File: src/rtl/switch_debounce_pkg.sv
// Shared types and board-level defaults for the switch debouncer.
package switch_debounce_pkg;

  typedef enum logic [1:0] {
    STABLE_LOW  = 2'd0,
    WAIT_HIGH   = 2'd1,
    STABLE_HIGH = 2'd2,
    WAIT_LOW    = 2'd3
  } state_e;

  localparam int CLK_HZ        = 50000000;
  localparam int DEBOUNCE_MS   = 10;
  localparam int LONG_PRESS_MS = 1000;

  // Widened intermediate keeps large clock rates from overflowing before the divide.
  function automatic int ms_to_cycles(input int ms, input int clk_hz);
    longint cyc;
    cyc = longint'(clk_hz) / 64'sd1000 * longint'(ms);
    return int'(cyc);
  endfunction

endpackage

File: src/rtl/sync_ff.sv
// N-stage synchroniser for asynchronous board inputs; stage 0 samples the pin.
module sync_ff #(
  parameter int STAGES = 2,
  parameter int WIDTH  = 1
) (
  input  logic             clk,
  input  logic             rst_n,
  input  logic [WIDTH-1:0] d,
  output logic [WIDTH-1:0] q
);

  logic [STAGES-1:0][WIDTH-1:0] sync_q;
  logic [STAGES-1:0][WIDTH-1:0] sync_d;

  always_comb begin
    sync_d = {sync_q[STAGES-2:0], d};
  end

  always_ff @(posedge clk or negedge rst_n) begin
    if (!rst_n) begin
      sync_q <= '0;
    end else begin
      sync_q <= sync_d;
    end
  end

  assign q = sync_q[STAGES-1];

endmodule

File: src/rtl/switch_debounce.sv
// Switch conditioner: synchroniser, debounce FSM, edge pulses and press toggle.
// Define SWITCH_DEBOUNCE_LONG_PRESS_EN to enable the long_press pulse.
module switch_debounce
  import switch_debounce_pkg::*;
#(
  parameter int SYNC_STAGES   = 2,
  parameter int STABLE_CYCLES = ms_to_cycles(DEBOUNCE_MS, CLK_HZ),
  parameter int LONG_CYCLES   = ms_to_cycles(LONG_PRESS_MS, CLK_HZ)
) (
  input  logic clk,
  input  logic rst_n,
  input  logic switch_raw,
  output logic switch_level,
  output logic rise_pulse,
  output logic fall_pulse,
  output logic toggle,
  output logic long_press
);

  localparam int CNT_W = $clog2(LONG_CYCLES + 1);
  localparam logic [CNT_W-1:0] CNT_ONE     = CNT_W'(1);
  localparam logic [CNT_W-1:0] STABLE_LAST = CNT_W'(STABLE_CYCLES - 1);

  logic s;

  sync_ff #(
    .STAGES(SYNC_STAGES),
    .WIDTH (1)
  ) u_sync (
    .clk  (clk),
    .rst_n(rst_n),
    .d    (switch_raw),
    .q    (s)
  );

  state_e           state_q, state_d;
  logic [CNT_W-1:0] cnt_q, cnt_d;
  logic             level_q, level_d;
  logic             rise_q, rise_d;
  logic             fall_q, fall_d;
  logic             toggle_q, toggle_d;

`ifdef SWITCH_DEBOUNCE_LONG_PRESS_EN
  localparam logic [CNT_W-1:0] LONG_LAST = CNT_W'(LONG_CYCLES - 1);
  localparam logic [CNT_W-1:0] LONG_SAT  = CNT_W'(LONG_CYCLES);
  logic long_q, long_d;
`endif

  always_comb begin
    state_d  = state_q;
    cnt_d    = cnt_q;
    rise_d   = 1'b0;
    fall_d   = 1'b0;
    toggle_d = toggle_q;
`ifdef SWITCH_DEBOUNCE_LONG_PRESS_EN
    long_d   = 1'b0;
`endif
    case (state_q)
      STABLE_LOW: begin
        if (s) begin
          state_d = WAIT_HIGH;
          cnt_d   = CNT_ONE;
        end
      end
      WAIT_HIGH: begin
        if (!s) begin
          state_d = STABLE_LOW;
          cnt_d   = '0;
        end else if (cnt_q == STABLE_LAST) begin
          state_d  = STABLE_HIGH;
          cnt_d    = '0;
          rise_d   = 1'b1;
          toggle_d = ~toggle_q;
        end else begin
          cnt_d = cnt_q + CNT_ONE;
        end
      end
      STABLE_HIGH: begin
        if (!s) begin
          state_d = WAIT_LOW;
          cnt_d   = CNT_ONE;
        end
`ifdef SWITCH_DEBOUNCE_LONG_PRESS_EN
        // Count parks one past the threshold so each press pulses only once.
        else if (cnt_q == LONG_LAST) begin
          cnt_d  = LONG_SAT;
          long_d = 1'b1;
        end else if (cnt_q < LONG_LAST) begin
          cnt_d = cnt_q + CNT_ONE;
        end
`endif
      end
      WAIT_LOW: begin
        if (s) begin
          state_d = STABLE_HIGH;
          cnt_d   = '0;
        end else if (cnt_q == STABLE_LAST) begin
          state_d = STABLE_LOW;
          cnt_d   = '0;
          fall_d  = 1'b1;
        end else begin
          cnt_d = cnt_q + CNT_ONE;
        end
      end
      default: begin
        state_d = STABLE_LOW;
        cnt_d   = '0;
      end
    endcase
    level_d = (state_d == STABLE_HIGH) || (state_d == WAIT_LOW);
  end

  always_ff @(posedge clk or negedge rst_n) begin
    if (!rst_n) begin
      state_q  <= STABLE_LOW;
      cnt_q    <= '0;
      level_q  <= 1'b0;
      rise_q   <= 1'b0;
      fall_q   <= 1'b0;
      toggle_q <= 1'b0;
    end else begin
      state_q  <= state_d;
      cnt_q    <= cnt_d;
      level_q  <= level_d;
      rise_q   <= rise_d;
      fall_q   <= fall_d;
      toggle_q <= toggle_d;
    end
  end

`ifdef SWITCH_DEBOUNCE_LONG_PRESS_EN
  always_ff @(posedge clk or negedge rst_n) begin
    if (!rst_n) begin
      long_q <= 1'b0;
    end else begin
      long_q <= long_d;
    end
  end

  assign long_press = long_q;
`else
  assign long_press = 1'b0;
`endif

  assign switch_level = level_q;
  assign rise_pulse   = rise_q;
  assign fall_pulse   = fall_q;
  assign toggle       = toggle_q;

endmodule

File: config.mk
export PLATFORM = sky130hd
export DESIGN_NAME = switch_debounce
export DESIGN_NICKNAME = d
export VERILOG_FILES = /design/src/rtl/switch_debounce_pkg.sv /design/src/rtl/sync_ff.sv /design/src/rtl/switch_debounce.sv
export SDC_FILE = /design/constraint.sdc
export NUM_CORES = 1
export LEC_CHECK = 0
export BUFFER_PORTS_ARGS = -buffer_cell sky130_fd_sc_hd__buf_4
export CELL_PAD_IN_SITES_DETAIL_PLACEMENT = 0
export CELL_PAD_IN_SITES_GLOBAL_PLACEMENT = 1
export CORE_MARGIN = 2
export CORE_UTILIZATION = 46
export DETAILED_ROUTE_END_ITERATION = 6
export HOLD_SLACK_MARGIN = 0.08
export PLACE_DENSITY = 0.76
export SETUP_SLACK_MARGIN = 0.05
export SLEW_MARGIN = 0
export SYNTH_ARGS = -nofsm -noshare
export SYNTH_HDL_FRONTEND = slang
export SYNTH_HIERARCHICAL = 1
export SYNTH_SLANG_ARGS = --single-unit
File: constraint.sdc
create_clock -name clk -period 2.5 [get_ports clk]
set_input_delay 0.125 -clock clk [delete_from_list [all_inputs] [get_ports clk]]
set_output_delay 0.125 -clock clk [all_outputs]
set_load 0.01 [all_outputs]
==> impl_metrics.py <==
metrics = {
    "power_and_ir_drop": {
        "peakVddDrop_v": 0.000365,
        "static-leakage-power_uw": 0.000800,
        "pwr_density_cell_nw_per_um2": 511,
    },
    "global_routing": {
        "wire_length_of_the_first_global_routing_pass_um": 6760,
        "antenna_found_initial": 0,
        "globalRouteTotalUtil_pct": 20.8,
        "maximum_number_of_pins_on_one_net_before_global_route_repair": 34,
        "grt_remaining_overflow": 0,
        "grt_pass1_vias": 1390,
    },
    "die": {
        "initial_utilization_pct": 47.9,
        "floorplan.die.width_um": 65.8,
        "chipHeight_um": 65.8,
        "die_area_um2": 4320,
        "ioPinCount": 8,
        "rows": 22,
        "fp.coreArea_um2": 3660,
    },
    "timing": {
        "unrepaired_setup_endpoints_after_global_routing": "false",
        "fin_worst_skew_ns": 0.00268,
        "fin_tns_setup_ns": 0,
        "highest_clock_rate_mhz": 474,
        "worst_pin_slew_ns": 0.508,
        "maxSlewViolCount": 0,
        "fin_hold_ws_ns": 0.322,
        "post-route-min-period_ns": 2.11,
        "setup_violations": 0,
        "fin_crit_sh_pct": 84.4,
        "worst_slack_ns": 0.390,
        "timing.max_slew.rel_slack_pct": 66.1,
        "final-hold-violation-count": 0,
    },
    "critical_path": {
        "r2r_slack_ns": 0.39,
        "critical_path.reg2reg.startpoint": "cnt_q[8]",
        "crit_required_ns": 2.70,
        "critPathLaunch": "cnt_q[8]",
        "r2r-end": "cnt_q[22]",
        "critPathKind": "reg -> reg",
        "critical_path.startpoint_type": "flip-flop",
        "worstPathMaxFanout": 9,
        "worst_ep_arrival_time_ns": 2.31,
        "critical_path.endpoint_type": "flip-flop",
        "r2r.worst_path.cells": 5,
    },
    "finish": {
        "layout_common_cells": "33 x nand2_1, 33 x dfrtp_1, 13 x o21ai_0, 13 x a31oi_1, 12 x nor2_1",
        "fin_nets": 207,
        "share_of_final_layout_standard_cells_stronger_than_drive_strength_1_pct": 10.8,
        "multi_input_logic_area_um2": 862,
        "antenna-diode-count": 0,
        "layout.area.seq_um2": 826,
        "fillerInstances": 343,
        "area_growth_syn_to_layout_pct": 10.2,
    },
    "synthesis": {
        "synthDistinctLibCells": 39,
        "synth_top_area_cell": "dfrtp_1",
        "synth_ff_type": "dfrtp_1",
        "ys_seq_elements": 33,
        "syn_nets": 201,
        "edff_count_synth": 0,
        "synth.yosys.seq_area_share_pct": 47.1,
        "synth_area_leaders": "dfrtp_1 47%, nand2_1 7.1%, a31oi_1 4.6%",
        "yosysTopAreaCellShare_pct": 47.1,
        "post_synth_instance_area_um2": 1750,
        "netlist_instances": 197,
        "yosys_warnings": 6,
        "postSynthAreaPerCell_um2": 8.90,
        "async_reset_ff_share_pct": 100,
    },
    "routing": {
        "dr_total_vias": 1484,
        "detailedRoute.firstIterationViolations": 125,
        "routed_via_density": 5.89,
        "drt_wl_total_um": 3810,
        "ant_nets": 0,
        "drt-wirelength-per-cell_um": 15.1,
        "first_pass_iters": 4,
        "drc": 0,
    },
    "clock_tree": {
        "clockBufferDepth": 2,
        "cts.htree.levels": 2,
        "holdBufCountCts": 2,
        "tritoncts.num_buffers": 5,
        "clk_transition_reported_paths_ns": 0.06,
        "cts_resized": 0,
        "clock_sink_count": 33,
        "tritoncts": "done",
        "clk-insertion-delay-late_ns": 0.28,
        "cts.repair_timing.setup_buffer_count": 0,
        "clockRootBuffer": "clkbuf_8",
    },
    "min_path": {
        "hold_path_class": "in -> async",
    },
    "job": {
        "timing.max_cap.violations": 0,
    },
    "placed_design": {
        "dp_slack_ns": 0.417,
        "routabilityCongestion": 0.759,
        "place.detailed.hpwl_um": 2680,
        "port_buffers": 6,
    },
    "status": {
        "run_status": "finished, final reports clean",
    },
}
==> final cells by class <==
class | instances | share of cell area, %
clock buffer | 6 | 3.75
clock inverter | 2 | 0.518
inverter | 2 | 0.388
multi-input combinational | 149 | 44.6
sequential | 33 | 42.7
tap | 48 | 3.11
timing repair buffer | 12 | 4.92
==> worst max-delay path, cell delays in order, from the launching register on <==
cell and delay [ns]:
dfrtp_1 0.49, nand2_1 0.15, or4_1 0.58, or4_4 0.50, o21ba_1 0.18, a31oi_1 0.14
==> sequential cells by signal, indices dropped and copies added (netlist names) <==
signal,count
state_q,1
rise_pulse,1
switch_level,1
u_sync/sync_d,1
u_sync/q,1
cnt_q,26
fall_pulse,1
toggle,1
==> power breakdown <==
group | internal, uW | switching (uW) | leakage (uW) | total [uW]
clock | 193 | 185 | 0.0000450 | 378
combinational | 20.6 | 38.5 | 0.000304 | 59.0
sequential | 542 | 9.06 | 0.000451 | 551
total | 755 | 233 | 0.000800 | 988
==> synth_stat cells, types with 2 or more instances <==
cell type / number
dfrtp_1: 33
nand2_1: 33
a31oi_1: 13
o21ai_0: 13
nor2_1: 12
a21oi_1: 10
clkbuf_1: 9
nand4_1: 8
nor4_1: 7
nand3_1: 6
nor3_1: 6
xnor2_1: 5
xor2_1: 4
a21o_1: 3
and4_1: 3
a22o_1: 2
buf_2: 2
buf_4: 2
inv_1: 2
nor3b_1: 2
nor4b_1: 2
o31a_1: 2
or4_1: 2
==> metal layers <==
| metal | up-vias | global-route usage, % | share of wire (%) | routed length (um) |
|---|---|---|---|---|
| li1 | 729 | - | - | - |
| met1 | 727 | 28.4 | 48 | 1850 |
| met2 | 22 | 30.8 | 47 | 1780 |
| met3 | 6 | 6.51 | 3.0 | 113 |
| met4 | 0 | 7.55 | 1.7 | 65 |
| met5 | - | 0 | 0 | 0 |
==> cell families (layout without fill, tap and decap cells) <==
group,after synthesis,after routing,synth area share [%]
xor gates and xnor gates,9,9,4.49
adders and majority gates,1,1,0.713
muxes,1,1,0.642
and+or+nand+nor,90,90,26.6
DFF,33,33,47.1
buffers and inverters,15,22,3.78
other,1,1,0.214
AOI/OAI and AO/OA,47,47,16.5
==> stage by stage <==
stage | std cells | util (%) | area, um2 | total power [uW]
4_1_cts | 252 | 52.8 | 1930 | 1000
5_1_grt | 252 | 52.8 | 1930 | 1040
3_3_place_gp | 242 | 50.0 | 1830 | 617
3_5_place_dp | 242 | 50.0 | 1830 | 619
2_1_floorplan | 197 | - | 1750 | 595
6_report | 252 | 52.8 | 1930 | 988
==> worst max-delay path by stage <==
stage / end / cells past startpoint
3_3_place_gp: cnt_q[22] / 5
5_1_grt: cnt_q[23] / 5
4_1_cts: cnt_q[22] / 5
6_report: cnt_q[22] / 5
3_5_place_dp: cnt_q[22] / 5
2_1_floorplan: cnt_q[22] / 7
Note: power is estimated with default switching activity, not from simulation.
